<file path="src/rtl/word_sequencer.sv">
// Streams the current level's word from a run-time programmable scancode table
// to a comparator, one character per valid/ready transfer, and tracks level progress.
module word_sequencer #(
  parameter int NUM_WORDS = 4,
  parameter int MAX_CHARS = 11,
  parameter int CHAR_W    = 8,
  parameter bit WRAP      = 1'b1,
  parameter int WIDX_W    = $clog2(NUM_WORDS),
  parameter int CIDX_W    = $clog2(MAX_CHARS),
  parameter int LEN_W     = $clog2(MAX_CHARS + 1)
) (
  input  logic              clk,
  input  logic              reset,
  input  logic              cfg_we,
  input  logic              cfg_len_we,
  input  logic [WIDX_W-1:0] cfg_word,
  input  logic [CIDX_W-1:0] cfg_char,
  input  logic [CHAR_W-1:0] cfg_data,
  input  logic              start,
  input  logic              next_level,
  input  logic              char_ready,
  output logic              char_valid,
  output logic [CHAR_W-1:0] char_data,
  output logic [CIDX_W-1:0] char_idx,
  output logic [LEN_W-1:0]  num_char,
  output logic [WIDX_W-1:0] level,
  output logic              word_done,
  output logic              game_done,
  output logic [1:0]        dbg_state
);

  typedef enum logic [1:0] {S_IDLE, S_LOAD, S_STREAM, S_DONE} state_t;

  state_t              state_q, state_d;
  logic [WIDX_W-1:0]   level_q, level_d;
  logic                valid_q, valid_d;
  logic [CHAR_W-1:0]   data_q, data_d;
  logic [CIDX_W-1:0]   idx_q, idx_d;
  logic [LEN_W-1:0]    num_q, num_d;
  logic                wd_q, wd_d;
  logic                gd_q, gd_d;

  logic [CHAR_W-1:0]   tbl_q [NUM_WORDS][MAX_CHARS];
  logic [LEN_W-1:0]    len_q [NUM_WORDS];

  logic                cfg_ok;
  logic                adv;
  logic [LEN_W-1:0]    cur_len;
  logic                last_char;

  // The table is writable only while nothing is being streamed from it.
  assign cfg_ok = ((state_q == S_IDLE) || (state_q == S_DONE)) &&
                  (int'(cfg_word) < NUM_WORDS);

  always_ff @(posedge clk) begin
    if (cfg_ok) begin
      if (cfg_we && (int'(cfg_char) < MAX_CHARS))
        tbl_q[cfg_word][cfg_char] <= cfg_data;
      if (cfg_len_we)
        len_q[cfg_word] <= cfg_data[LEN_W-1:0];
    end
  end

  assign cur_len   = len_q[level_q];
  assign last_char = (LEN_W'(idx_q) == (num_q - LEN_W'(1)));

  // Handshake: a character transfers on a rising edge where char_valid and
  // char_ready are both high; while valid is high and ready low, data/idx hold.
  always_comb begin
    state_d = state_q;
    level_d = level_q;
    valid_d = valid_q;
    data_d  = data_q;
    idx_d   = idx_q;
    num_d   = num_q;
    wd_d    = 1'b0;
    gd_d    = gd_q;
    adv     = 1'b0;
    case (state_q)
      S_IDLE: begin
        if (next_level)  adv = 1'b1;
        else if (start)  state_d = S_LOAD;
      end
      S_LOAD: begin
        if (next_level) begin
          adv     = 1'b1;
          state_d = S_IDLE;
        end else begin
          num_d = (cur_len > LEN_W'(MAX_CHARS)) ? LEN_W'(MAX_CHARS) : cur_len;
          idx_d = '0;
          if (cur_len == '0) begin
            wd_d    = 1'b1;
            state_d = S_IDLE;
          end else begin
            valid_d = 1'b1;
            data_d  = tbl_q[level_q][0];
            state_d = S_STREAM;
          end
        end
      end
      S_STREAM: begin
        // An abort takes priority over a transfer in the same cycle.
        if (next_level) begin
          adv     = 1'b1;
          valid_d = 1'b0;
          state_d = S_IDLE;
        end else if (valid_q && char_ready) begin
          if (last_char) begin
            valid_d = 1'b0;
            wd_d    = 1'b1;
            state_d = S_IDLE;
          end else begin
            idx_d  = idx_q + CIDX_W'(1);
            data_d = tbl_q[level_q][idx_q + CIDX_W'(1)];
          end
        end
      end
      default: ;
    endcase
    if (adv) begin
      if (level_q == WIDX_W'(NUM_WORDS - 1)) begin
        if (WRAP) begin
          level_d = '0;
        end else begin
          gd_d    = 1'b1;
          state_d = S_DONE;
        end
      end else begin
        level_d = level_q + WIDX_W'(1);
      end
    end
  end

  always_ff @(posedge clk) begin
    if (reset) begin
      state_q <= S_IDLE;
      level_q <= '0;
      valid_q <= 1'b0;
      data_q  <= '0;
      idx_q   <= '0;
      num_q   <= '0;
      wd_q    <= 1'b0;
      gd_q    <= 1'b0;
    end else begin
      state_q <= state_d;
      level_q <= level_d;
      valid_q <= valid_d;
      data_q  <= data_d;
      idx_q   <= idx_d;
      num_q   <= num_d;
      wd_q    <= wd_d;
      gd_q    <= gd_d;
    end
  end

  assign char_valid = valid_q;
  assign char_data  = data_q;
  assign char_idx   = idx_q;
  assign num_char   = num_q;
  assign level      = level_q;
  assign word_done  = wd_q;
  assign game_done  = gd_q;
  assign dbg_state  = state_q;

endmodule
</file>
<file path="config.mk">
export PLATFORM = sky130hd
export DESIGN_NAME = word_sequencer
export DESIGN_NICKNAME = d
export VERILOG_FILES = /design/src/rtl/word_sequencer.sv
export SDC_FILE = /design/constraint.sdc
export NUM_CORES = 1
export LEC_CHECK = 0
export BUFFER_PORTS_ARGS = -buffer_cell sky130_fd_sc_hd__buf_2
export CORE_ASPECT_RATIO = 1.1
export CORE_MARGIN = 5
export CORE_UTILIZATION = 55
export CTS_CLUSTER_SIZE = 8
export DETAILED_ROUTE_END_ITERATION = 7
export HOLD_SLACK_MARGIN = 0.06
export PLACE_DENSITY = 0.79
export SLEW_MARGIN = 20
export SYNTH_ARGS = -nofsm -noshare
export SYNTH_HDL_FRONTEND = slang
export SYNTH_SLANG_ARGS = --single-unit
</file>
<file path="constraint.sdc">
create_clock -name clk -period 3.2 [get_ports clk]
set_input_delay 0.64 -clock clk [delete_from_list [all_inputs] [get_ports clk]]
set_output_delay 0.64 -clock clk [all_outputs]
set_load 0.02 [all_outputs]
</file>
# Word level (Yosys, flattened, before mapping)
# Memories as Yosys holds them, arrays and structs flattened. A register that Yosys moved wholly into a read port is not among the register bits.
# Cells that the tools add are included.
# Widths: inputs -> output; s select.
[totals]
mem_bits_ro = 0
regBits = 22
n_memories = 2
output_inout_bits = 23
elab_cells = 98
inputBits = 21
ram_bits = 368
latch_bits = 0
[memory_table]
columns = ["memory", "depth", "word_bits", "rd", "rd_clocked_by_memory_dff", "wr", "line_no", "rtl"]
rows = [
  ["tbl_q", 4, 88, 1, 1, 1, "43", "logic [CHAR_W-1:0] tbl_q [NUM_WORDS][MAX_CHARS];"],
  ["len_q", 4, 4, 1, 1, 1, "44", "logic [LEN_W-1:0] len_q [NUM_WORDS];"],
]
[classes]
muxes = 50
div = 0
n_mul = 0
shifts = 0
bitwise_logic = 3
n_reduce_logical = 14
eq_ne = 14
addsub = 3
magnitude_cmp = 5
[op_table]
columns = ["op", "n"]
rows = [
  ["$mux 88", 1],
  ["$mux 8", 8],
  ["$bmux 8 s4", 1],
  ["$demux 8 s4", 1],
  ["$mux 2", 12],
  ["$mux 4", 5],
  ["$mux 1", 17],
  ["$pmux 8 s2", 1],
  ["$reduce_and 5->1", 3],
  ["$ne 2x2->1 const B", 7],
  ["$ge 5x5->1 const B", 2],
  ["$not 4->5", 2],
  ["$pmux 4 s2", 1],
  ["$eq 2x2->1 const B", 3],
  ["$ne 3x3->1 const B", 2],
  ["$pmux 2 s3", 1],
  ["$reduce_and 6->1", 1],
  ["$lt 5x1->1 const B", 1],
  ["$add 4x1->4 const B", 1],
  ["$eq 4x4->1", 1],
  ["$gt 4x4->1 const B", 1],
  ["$logic_not 4->1", 1],
  ["$lt 4x4->1 const B", 1],
  ["$pmux 1 s2", 2],
  ["other kinds (11)", 13],
]

# Longest topological paths before layout
[logic_depth]
word_depth = 9
depth_mapped = 10
ltp_nobuf = 8

# Worst setup path after synthesis
# OpenSTA, ideal clock, no wires.
[synth_timing]
kind = "register -> register"
from = "register state_q[0] (netlist: dbg_state[0])"
to = "memory tbl_q[1][56] in the netlist's numbering (enable)"
n_path_buf = 0
path_stages_with_launch = 6
setup_ps = 370
arrival_ps = 2041
required_time_ps = 2830
setup_slack_ps = 788
cell_sequence = "dfxtp_1 -> inv_1 -> ha_1 -> nor4b_1 -> nand3_1 -> nor2_1"
[synth_via]
elab_chain_cells = 4
word_cells_on_any_way = 5
[synth_lines]
columns = ["item", "line_no", "rtl"]
rows = [
  ["start: declaration", "34", "state_t state_q, state_d;"],
  ["start signal: assignment", "145", "state_q <= state_d;"],
  ["$eq 2x2->1 or $logic_not 2->1 (tied branches)", "52", "assign cfg_ok = ((state_q == S_IDLE) || (state_q == S_DONE)) &&"],
  ["$logic_or 1x1->1 *", "52", ""],
  ["$mux 1 *", "56", "if (cfg_ok) begin"],
  ["$mux 88 (implied by the code) *", "58", "tbl_q[cfg_word][cfg_char] <= cfg_data;"],
  ["end: declaration", "43", ""],
]
# Every way passes the cells marked *; elsewhere a longest branch is shown, timed or not.

# Worst setup path after layout
[layout_timing]
from = "register state_q[1] (netlist: dbg_state[1])"
to = "memory tbl_q[2][25] in the netlist's numbering (enable)"
# The elaborated chain is that of the path after synthesis.

==> results.yml <==
status:
  status: "completed"
clock_tree:
  tritoncts: "built"
  path_clk_slew_ps: 50
  cts_sinks: 392
  cts_setup_buffers: 0
  cts_root_buf: "clkbuf_16"
  clk_latency_ps: 570
  cts_resized: 0
  numCtsBuffers: 54
  htree_levels: 2
  clockBufferDepth: 3
  cts_hold_buf: 0
grt:
  grt_pass1_vias: 8769
  antenna_found_initial: 2
  grt_max_degree: 49
  grt_use_total_pct: 22.6
  grt_first_pass_wirelength_mm: 54.1
  overflow: 0
run:
  cap_violations: 0
synth:
  ys.warnings.count: 0
  yosysTopAreaCellShare_pct: 70.2
  ys_seq_area_share_pct: 73.3
  synth_cell_types: 61
  syn-cell-area_sq_um: 15700
  netlist_instances: 855
  synth_seq_cells: 392
  syn_nets: 883
  synth_top_area_cell: "edfxtp_1"
  syn_area_per_cell_sq_um: 18.4
  synth-edff-count: 368
  netlist_top_cells_area: "edfxtp_1 (70%), mux4_2 (8.7%), mux2i_1 (4.0%), dfxtp_1 (3.1%), nor2_1 (1.5%)"
  synth_flop_cell: "edfxtp_1"
  async_flop_share_pct: 0
finish:
  drive_gt1_share_pct: 22.3
  fin_area_sq_um: 17800
  diodes: 0
  final_common_cell: "edfxtp_1"
  final_cell_mix: "edfxtp_1 (368), mux2i_1 (63), nor2_1 (62)"
  area_delta_synth_final_pct: 13.3
  final_util_pct: 62.6
  final_nets: 968
drt:
  drcViolationCount: 0
  ant_nets: 0
  wire_per_inst_um: 27.1
  totalWireLength_mm: 35.7
  viasPerCell: 6.47
  first_pass_iters: 5
  num_vias: 8535
  drt_iter0_drc: 1155
placement:
  preCtsSetupSlack_ps: 479
  dpl_cell_area_sq_um: 16400
  hpwl_mm: 20.9
  gp_congestion: 0.843
  port_buffers: 42
worst_hold_path:
  hold_class: "in -> reg"
worst_setup_path:
  setup.worst_path.class: "reg -> reg"
  max_stage_delay_ps: 620
  crit_chain: "inv_1 > ha_1 > nor3_1 > nand3_1 > nor2_1"
  worstPathMaxFanout: 8
  required_ps: 3380
  cp-end-kind: "flip-flop"
  cpMaxStageDelayCell: "nor2_1"
  cp_top_family: "simple AND/OR/NAND/NOR gates"
  worst_setup_path_start_kind: "flip-flop"
  arrival_ps: 2960
  critPathBufInv: 1
floorplanning:
  io_pins: 44
  initial_core_util_pct: 55.3
  die_x_um: 171
  die_y_um: 187
  rows: 65
  core_area_sq_um: 28500
  die-area_sq_um: 32100
power_and_ir_drop:
  ir_drop_mv: 0.406
  powerDensity_nw_per_um2: 635
  finalPower_uw: 11300
  leakagePower_uw: 0.00580
sta:
  relSlewSlack_pct: 29.4
  fin_ws_ps: 422
  min_period_over_period_pct: 86.8
  fin_skew_ps: 29.5
  finalCriticalPeriod_ps: 2780
  rsz0062_at_grt: "false"
  fin_tns_setup_ps: 0
  tightest_slew_ps: 1060
  fmax_mhz: 360
  slew_violations: 0
  finalSetupViolations: 0
  final_hold_viol_count: 0
tightest hold or removal path, stage by stage:
cell     delay, ps
buf_2          130
nor2b_1         80
nand2_1         60
a21oi_1         50
cells by family (layout without fill, tap and decap cells):
| kind of cell | after synthesis | in the layout | synth area share [%] |
|---|---|---|---|
| and+or+nand+nor | 143 | 143 | 4.35 |
| muxes | 134 | 134 | 14.2 |
| buffers and inverters | 60 | 157 | 2.31 |
| AOI/OAI and AO/OA | 110 | 110 | 4.82 |
| other | 1 | 1 | 0.0238 |
| adders and majority gates | 7 | 7 | 0.557 |
| DFF | 392 | 392 | 73.3 |
| xor gates and xnor gates | 8 | 8 | 0.445 |
Yosys cell counts, types with 7 or more instances:
library cell	count
nor3_1	7
mux4_1	8
buf_4	10
o21ai_0	13
nand3_1	7
a21oi_1	31
clkbuf_1	14
nand2_1	36
ha_1	7
a311oi_1	9
mux4_2	61
nor2_1	62
and2b_2	7
dfxtp_1	24
inv_1	14
o221ai_1	14
edfxtp_1	368
o32ai_1	8
a31oi_1	9
buf_2	7
mux2i_1	63
registers in the layout, summed over array words and instances, names as in the netlist, named ones only:
signal      flops
tbl_q         352
len_q          16
char_data       8
char_idx        4
num_char        4
dbg_state       2
level           2
char_valid      1
word_done       1
final cells by class:
cell class | count | area [sq um]
Clock buffer | 65 | 1390
Timing Repair Buffer | 74 | 488
Tap cell | 368 | 460
Sequential cell | 392 | 11500
Fill cell | 1915 | 10600
Clock inverter | 3 | 55.1
Inverter | 15 | 56.3
Multi-Input combinational cell | 403 | 3840
per-stage QoR:
stage	std cells	hold slack, ps
global route	1320	470
floorplan	855	557
global placement	1252	489
detailed placement	1252	496
CTS	1320	425
finish	1320	435
report_power, final:
group	switching (uW)	total (uW)	internal, uW	leakage (uW)
sequential	50.7	5720	5670	0.00351
combinational	399	655	256	0.00159
clock	1950	4950	3000	0.000701
per-layer routing:
| metal | global-route usage (%) | vias up | share of wire [%] |
|---|---|---|---|
| met1 | 31.7 | 4303 | 38 |
| met4 | 7.59 | 4 | 3.4 |
| li1 | - | 3599 | - |
| met5 | 0 | - | 0.076 |
| met2 | 36.2 | 532 | 49 |
| met3 | 4.27 | 97 | 9.0 |
path summary, 6_finish.rpt:
path              slack (ps)  cells past startpoint                      start                  endpoint
setup reg to reg         420                      5  dbg_state[1]$_SDFFE_PP0P_    tbl_q[2][25]$_DFFE_PP_
hold reg to reg          500                      2   num_char[3]$_SDFFE_PP0P_  num_char[3]$_SDFFE_PP0P_
hold / removal           430                      4                 next_level  num_char[3]$_SDFFE_PP0P_
setup / recovery         420                      5  dbg_state[1]$_SDFFE_PP0P_    tbl_q[2][25]$_DFFE_PP_
No activity file was read; power rests on OpenSTA's default activity.
